`config.mk`:
```
export PLATFORM = sky130hd
export DESIGN_NAME = firebird_mc_cu
export DESIGN_NICKNAME = d
export VERILOG_FILES = /design/src/rtl/firebird_mc_cu.sv
export SDC_FILE = /design/constraint.sdc
export NUM_CORES = 1
export LEC_CHECK = 0
export CORE_MARGIN = 2
export CORE_UTILIZATION = 46
export CTS_CLUSTER_DIAMETER = 60
export DETAILED_ROUTE_END_ITERATION = 8
export PLACE_DENSITY = 0.78
export SYNTH_ARGS = -nofsm -noshare
export SYNTH_HDL_FRONTEND = slang
export SYNTH_SLANG_ARGS = --single-unit
```
`constraint.sdc`:
```
create_clock -name clk -period 2.1 [get_ports clk]
set_input_delay 0.315 -clock clk [delete_from_list [all_inputs] [get_ports clk]]
set_output_delay 0.315 -clock clk [all_outputs]
set_load 0.05 [all_outputs]
```
`src/rtl/firebird_mc_cu.sv`:
```
// Multi-cycle control sequencer for the Firebird RV32I datapath.
// Steps each instruction through FETCH/DECODE/EXEC/MEM/WB and handshakes with wait-state memories.
module firebird_mc_cu #(
  parameter int unsigned OPCODE_W = 7,
  parameter int unsigned TMO_CYC  = 15,
  parameter int unsigned TMO_W    = 8
) (
  input  logic                clk,
  input  logic                rst_n,
  input  logic [OPCODE_W-1:0] opcode,
  input  logic                zero,
  input  logic                imem_ready,
  input  logic                dmem_ready,
  output logic                imem_req,
  output logic                dmem_req,
  output logic                ir_write,
  output logic                pc_write,
  output logic                pc_src,
  output logic                branch,
  output logic                mem_read,
  output logic                mem_write,
  output logic                mem_to_reg,
  output logic [1:0]          alu_op,
  output logic                alu_src,
  output logic                reg_write,
  output logic                illegal,
  output logic                bus_err,
  output logic [2:0]          state
);

  typedef enum logic [2:0] {
    S_FETCH  = 3'd0,
    S_DECODE = 3'd1,
    S_EXEC   = 3'd2,
    S_MEM    = 3'd3,
    S_WB     = 3'd4,
    S_TRAP   = 3'd5
  } state_t;

  typedef enum logic [2:0] {
    C_R      = 3'd0,
    C_I      = 3'd1,
    C_LOAD   = 3'd2,
    C_STORE  = 3'd3,
    C_BRANCH = 3'd4,
    C_ILL    = 3'd5
  } cls_t;

  localparam logic [TMO_W-1:0] TMO_LAST = TMO_W'(TMO_CYC - 1);

  state_t           state_q, state_nxt;
  cls_t             cls_q, dec_cls;
  logic [TMO_W-1:0] cnt_q;
  logic             timeout, cnt_inc, cnt_clr;

  // Opcode classification, only sampled into cls_q during DECODE.
  always_comb begin
    dec_cls = C_ILL;
    if      (opcode == OPCODE_W'(7'b0110011)) dec_cls = C_R;
    else if (opcode == OPCODE_W'(7'b0010011)) dec_cls = C_I;
    else if (opcode == OPCODE_W'(7'b0000011)) dec_cls = C_LOAD;
    else if (opcode == OPCODE_W'(7'b0100011)) dec_cls = C_STORE;
    else if (opcode == OPCODE_W'(7'b1100011)) dec_cls = C_BRANCH;
  end

  assign timeout = (cnt_q == TMO_LAST);

  // Next state and control outputs; everything held at 0 while in reset.
  always_comb begin
    state_nxt  = S_FETCH;
    imem_req   = 1'b0;
    dmem_req   = 1'b0;
    ir_write   = 1'b0;
    pc_write   = 1'b0;
    pc_src     = 1'b0;
    branch     = 1'b0;
    mem_read   = 1'b0;
    mem_write  = 1'b0;
    mem_to_reg = 1'b0;
    alu_op     = 2'b00;
    alu_src    = 1'b0;
    reg_write  = 1'b0;
    illegal    = 1'b0;
    bus_err    = 1'b0;
    if (rst_n) begin
      case (state_q)
        S_FETCH: begin
          imem_req  = 1'b1;
          state_nxt = S_FETCH;
          if (imem_ready) begin
            ir_write  = 1'b1;
            pc_write  = 1'b1;
            state_nxt = S_DECODE;
          end else if (timeout) begin
            bus_err = 1'b1;
          end
        end
        S_DECODE: state_nxt = (dec_cls == C_ILL) ? S_TRAP : S_EXEC;
        S_EXEC: begin
          case (cls_q)
            C_LOAD, C_STORE: begin
              alu_op    = 2'b00;
              alu_src   = 1'b1;
              state_nxt = S_MEM;
            end
            C_BRANCH: begin
              branch   = 1'b1;
              alu_op   = 2'b01;
              pc_write = zero;
              pc_src   = zero;
            end
            C_R: begin
              alu_op    = 2'b10;
              state_nxt = S_WB;
            end
            C_I: begin
              alu_op    = 2'b11;
              alu_src   = 1'b1;
              state_nxt = S_WB;
            end
            default: state_nxt = S_FETCH;
          endcase
        end
        S_MEM: begin
          dmem_req  = 1'b1;
          mem_read  = (cls_q == C_LOAD);
          mem_write = (cls_q == C_STORE);
          state_nxt = S_MEM;
          if (dmem_ready) begin
            state_nxt = (cls_q == C_LOAD) ? S_WB : S_FETCH;
          end else if (timeout) begin
            bus_err   = 1'b1;
            state_nxt = S_FETCH;
          end
        end
        S_WB: begin
          reg_write  = 1'b1;
          mem_to_reg = (cls_q == C_LOAD);
        end
        S_TRAP:  illegal = 1'b1;
        default: state_nxt = S_FETCH;
      endcase
    end
  end

  // A FETCH timeout stays in FETCH, so the counter must also clear on bus_err.
  assign cnt_clr = (state_nxt != state_q) || bus_err;
  assign cnt_inc = ((state_q == S_FETCH) && !imem_ready) ||
                   ((state_q == S_MEM) && !dmem_ready);

  always_ff @(posedge clk or negedge rst_n) begin
    if (!rst_n) begin
      state_q <= S_FETCH;
      cls_q   <= C_R;
      cnt_q   <= '0;
    end else begin
      state_q <= state_nxt;
      if (state_q == S_DECODE) cls_q <= dec_cls;
      if (cnt_clr)      cnt_q <= '0;
      else if (cnt_inc) cnt_q <= cnt_q + TMO_W'(1);
    end
  end

  assign state = state_q;

endmodule

```
==> impl_metrics.yaml <==
routing:
  drt_drc_violations_left: 0
  first_iteration_detailed_routing_drc_count: 49
  postRouteAntennaNets: 0
  number_of_vias_in_the_routed_layout: 1098
  vias_per_cell: 5.719
  wirelength_um: 3054
  wire_per_inst_um: 15.91
  drtPass1Iterations: 4
floorplanning:
  core-area_um2: 2148
  die_width_um: 51.08
  fp-row-count: 17
  initial_utilization_pct: 47.47
  chipHeight_um: 51.08
  full_die_area_um2: 2609
  boundaryPins: 30
synthesis:
  synth_flop_type: "sky130_fd_sc_hd__dfrtp_1"
  synthDistinctLibCells: 37
  postSynthRegisterBits: 14
  netlist_area_um2: 1020
  cell_accounting_for_the_most_synthesized_area: "sky130_fd_sc_hd__dfrtp_1"
  syn-num-nets: 134
  netlist_instances: 120
  synth_top_cell_area_share_pct: 34.36
  syn_area_per_cell_um2: 8.498
  yosys_warnings: 0
  synth_edf_count: 0
  post_synthesis_async_set_or_reset_flop_share_pct: 100.0
  yosys-top-cells-area: "sky130_fd_sc_hd__dfrtp_1, sky130_fd_sc_hd__nor2_1, sky130_fd_sc_hd__xor2_1"
  synth_seq_area_share_pct: 34.36
worst_setup_path:
  worstPathMaxFanout: 4
  critPathCaptureType: "primary output"
  timing_worst_setup_path_type: "input port to primary output"
  worst_ep_required_time_ns: 1.78
  cp_launch_type: "input port"
  cp.arrival_ns: 1.72
  r2r_cells: 5
timing:
  transition_time_at_the_pin_with_the_least_slew_margin_ns: 0.4942
  timing.final.ws_setup_ns: 0.07000
  rsz0062_at_grt: "no"
  fin_crit_ns: 2.030
  drv_slew: 0
  finalSetupViolations: 0
  hold_slack_ns: 0.4456
  post-route-period-util_pct: 96.67
  finalSetupTns_ns: 0
  timing.final.hold_violations: 0
  finClkSkew_ns: 0.009761
  slew_headroom_pct: 66.95
  achievable-frequency_mhz: 492.6
global_routing:
  global_route.usage.total_pct: 25.50
  grt_start_max_net_pins: 15
  global_route.overflow_total: 0
  wire_length_of_the_first_global_routing_pass_um: 4947
  antenna_found_initial: 0
  number_of_global_route_vias_before_repair: 1071
finish:
  area_delta_synth_final_pct: 67.36
  fin_util_pct: 79.44
  postLayoutCellArea_um2: 1707
  diodes: 0
  final_net_count: 179
  drive_above_1_share_pct: 35.98
place:
  place.port_buffers: 29
  hpwlAfterDp_um: 2278
  preCtsSetupSlack_ns: -0.009207
  final_weighted_congestion_in_routability_driven_placement: 0.8769
  dpl-instance-area_um2: 1620
job:
  timing.max_cap.violations: 0
clock_network:
  clkSlewWorstSetupHoldPaths_ns: 0.08
  cts_tree: "yes"
  cts_root_buf: "sky130_fd_sc_hd__clkbuf_4"
  cts_max_path_buffers: 2
  ctsHoldBuffers: 0
  clk-insertion-delay-late_ns: 0.28
  cts_sinks: 14
  cts-htree-levels: 1
  numCtsBuffers: 3
pwr:
  power.static_leakage_nw: 0.6715
  power.density_cell_area_nw_per_um2: 452.0
  vdd_drop_max_uv: 482.4
worst_hold_path:
  classification_of_the_worst_slack_hold_path: "input port to asynchronous set/reset pin"
outcome:
  run_status: "complete, no violations"
## final cells by class
class	instances	area [um^2]
multi-input cells	99	719.4
inverters	1	3.754
flip-flops and latches	14	354.1
well taps	28	35.03
fillers	135	441.7
repair buffers	46	568.0
clock buffers	4	26.28
## critical path, stage by stage
cell and delay [ns]:
sky130_fd_sc_hd__clkdlybuf4s50_1 0.56, sky130_fd_sc_hd__nand2b_2 0.13, sky130_fd_sc_hd__buf_4 0.18, sky130_fd_sc_hd__nor2_4 0.17, sky130_fd_sc_hd__and3_4 0.23, sky130_fd_sc_hd__buf_12 0.14
## what timing repair did
action                                  4_1_cts  5_1_grt
endpoints found under the setup margin        1        8
buffers inserted                              0        5
gates resized for setup                       1        5
## worst paths after layout
path                                       from                    to  slack (ns)
hold / removal                            rst_n  cnt_q[7]$_DFFE_PN0P_        0.45
setup reg to reg             state[0]$_DFF_PN0_  cnt_q[7]$_DFFE_PN0P_        0.20
min in group clk           cnt_q[1]$_DFFE_PN0P_  cnt_q[1]$_DFFE_PN0P_        0.59
setup / recovery                          rst_n             mem_write        0.07
hold reg to reg            cnt_q[1]$_DFFE_PN0P_  cnt_q[1]$_DFFE_PN0P_        0.59
max in group asynchronous                 rst_n    state[2]$_DFF_PN0_        1.49
## layer usage
layer	vias up	GRT usage (%)	wire (um)
met4	0	4.054	25
met3	4	5.848	151
met5	-	0	0
li1	522	-	-
met1	532	33.40	1269
met2	40	43.51	1607
## cell usage after synthesis, drive strengths merged (3+ instances only)
master  instances
nor2b           3
nand2b          6
nand2           8
o21ai           4
nand4           5
nor4            3
buf             5
dfrtp          14
and3            3
nor2           19
xor2            6
nor3           10
a21oi           5
## cell usage in the layout, fill, tap and decap left out, types with 2 or more instances in the layout
cell type	synthesis	routed
sky130_fd_sc_hd__a21oi_1	5	5
sky130_fd_sc_hd__a22oi_1	2	2
sky130_fd_sc_hd__a31oi_1	2	2
sky130_fd_sc_hd__and3_1	3	2
sky130_fd_sc_hd__buf_12	0	15
sky130_fd_sc_hd__buf_4	0	17
sky130_fd_sc_hd__clkbuf_4	0	3
sky130_fd_sc_hd__clkdlybuf4s50_1	0	14
sky130_fd_sc_hd__dfrtp_1	14	11
sky130_fd_sc_hd__dfrtp_2	0	3
sky130_fd_sc_hd__ha_1	2	2
sky130_fd_sc_hd__mux2_2	2	2
sky130_fd_sc_hd__nand2_1	8	7
sky130_fd_sc_hd__nand2b_1	6	5
sky130_fd_sc_hd__nand4_1	5	5
sky130_fd_sc_hd__nand4b_1	2	2
sky130_fd_sc_hd__nor2_1	19	16
sky130_fd_sc_hd__nor2_2	0	2
sky130_fd_sc_hd__nor2b_1	3	2
sky130_fd_sc_hd__nor3_1	10	7
sky130_fd_sc_hd__nor3_2	0	2
sky130_fd_sc_hd__nor4_4	0	2
sky130_fd_sc_hd__o21ai_0	3	3
sky130_fd_sc_hd__xnor2_1	2	2
sky130_fd_sc_hd__xor2_1	6	6
## flip-flops by register name (all words and copies together) (netlist names)
name	count
cls_q	3
state	3
cnt_q	8
## power breakdown
part           switching (W)  internal, W  total (W)
clock network      0.0000814    0.0000736   0.000155
logic               0.000166     0.000138   0.000304
registers          0.0000246     0.000288   0.000312
## kinds of logic (layout without fill, tap and decap cells)
logic type               Yosys count  after routing  synth area share (%)
AND/OR/NAND/NOR                   66             66                 35.22
AO/OA/AOI/OAI                     21             21                 15.09
flip-flops                        14             14                 34.36
XOR/XNOR                           8              8                 6.871
buffers and inverters              7             51                 3.803
adder cells (fa/ha/maj)            2              2                 2.454
multiplexers                       2              2                 2.208
## through the flow
stage               instances  total power (W)
floorplan                 120        0.0004680
global placement          183        0.0005925
detailed placement        183        0.0006007
CTS                       187        0.0007586
global route              192        0.0008191
finish                    192        0.0007714
No activity file was read; power rests on OpenSTA's default activity.
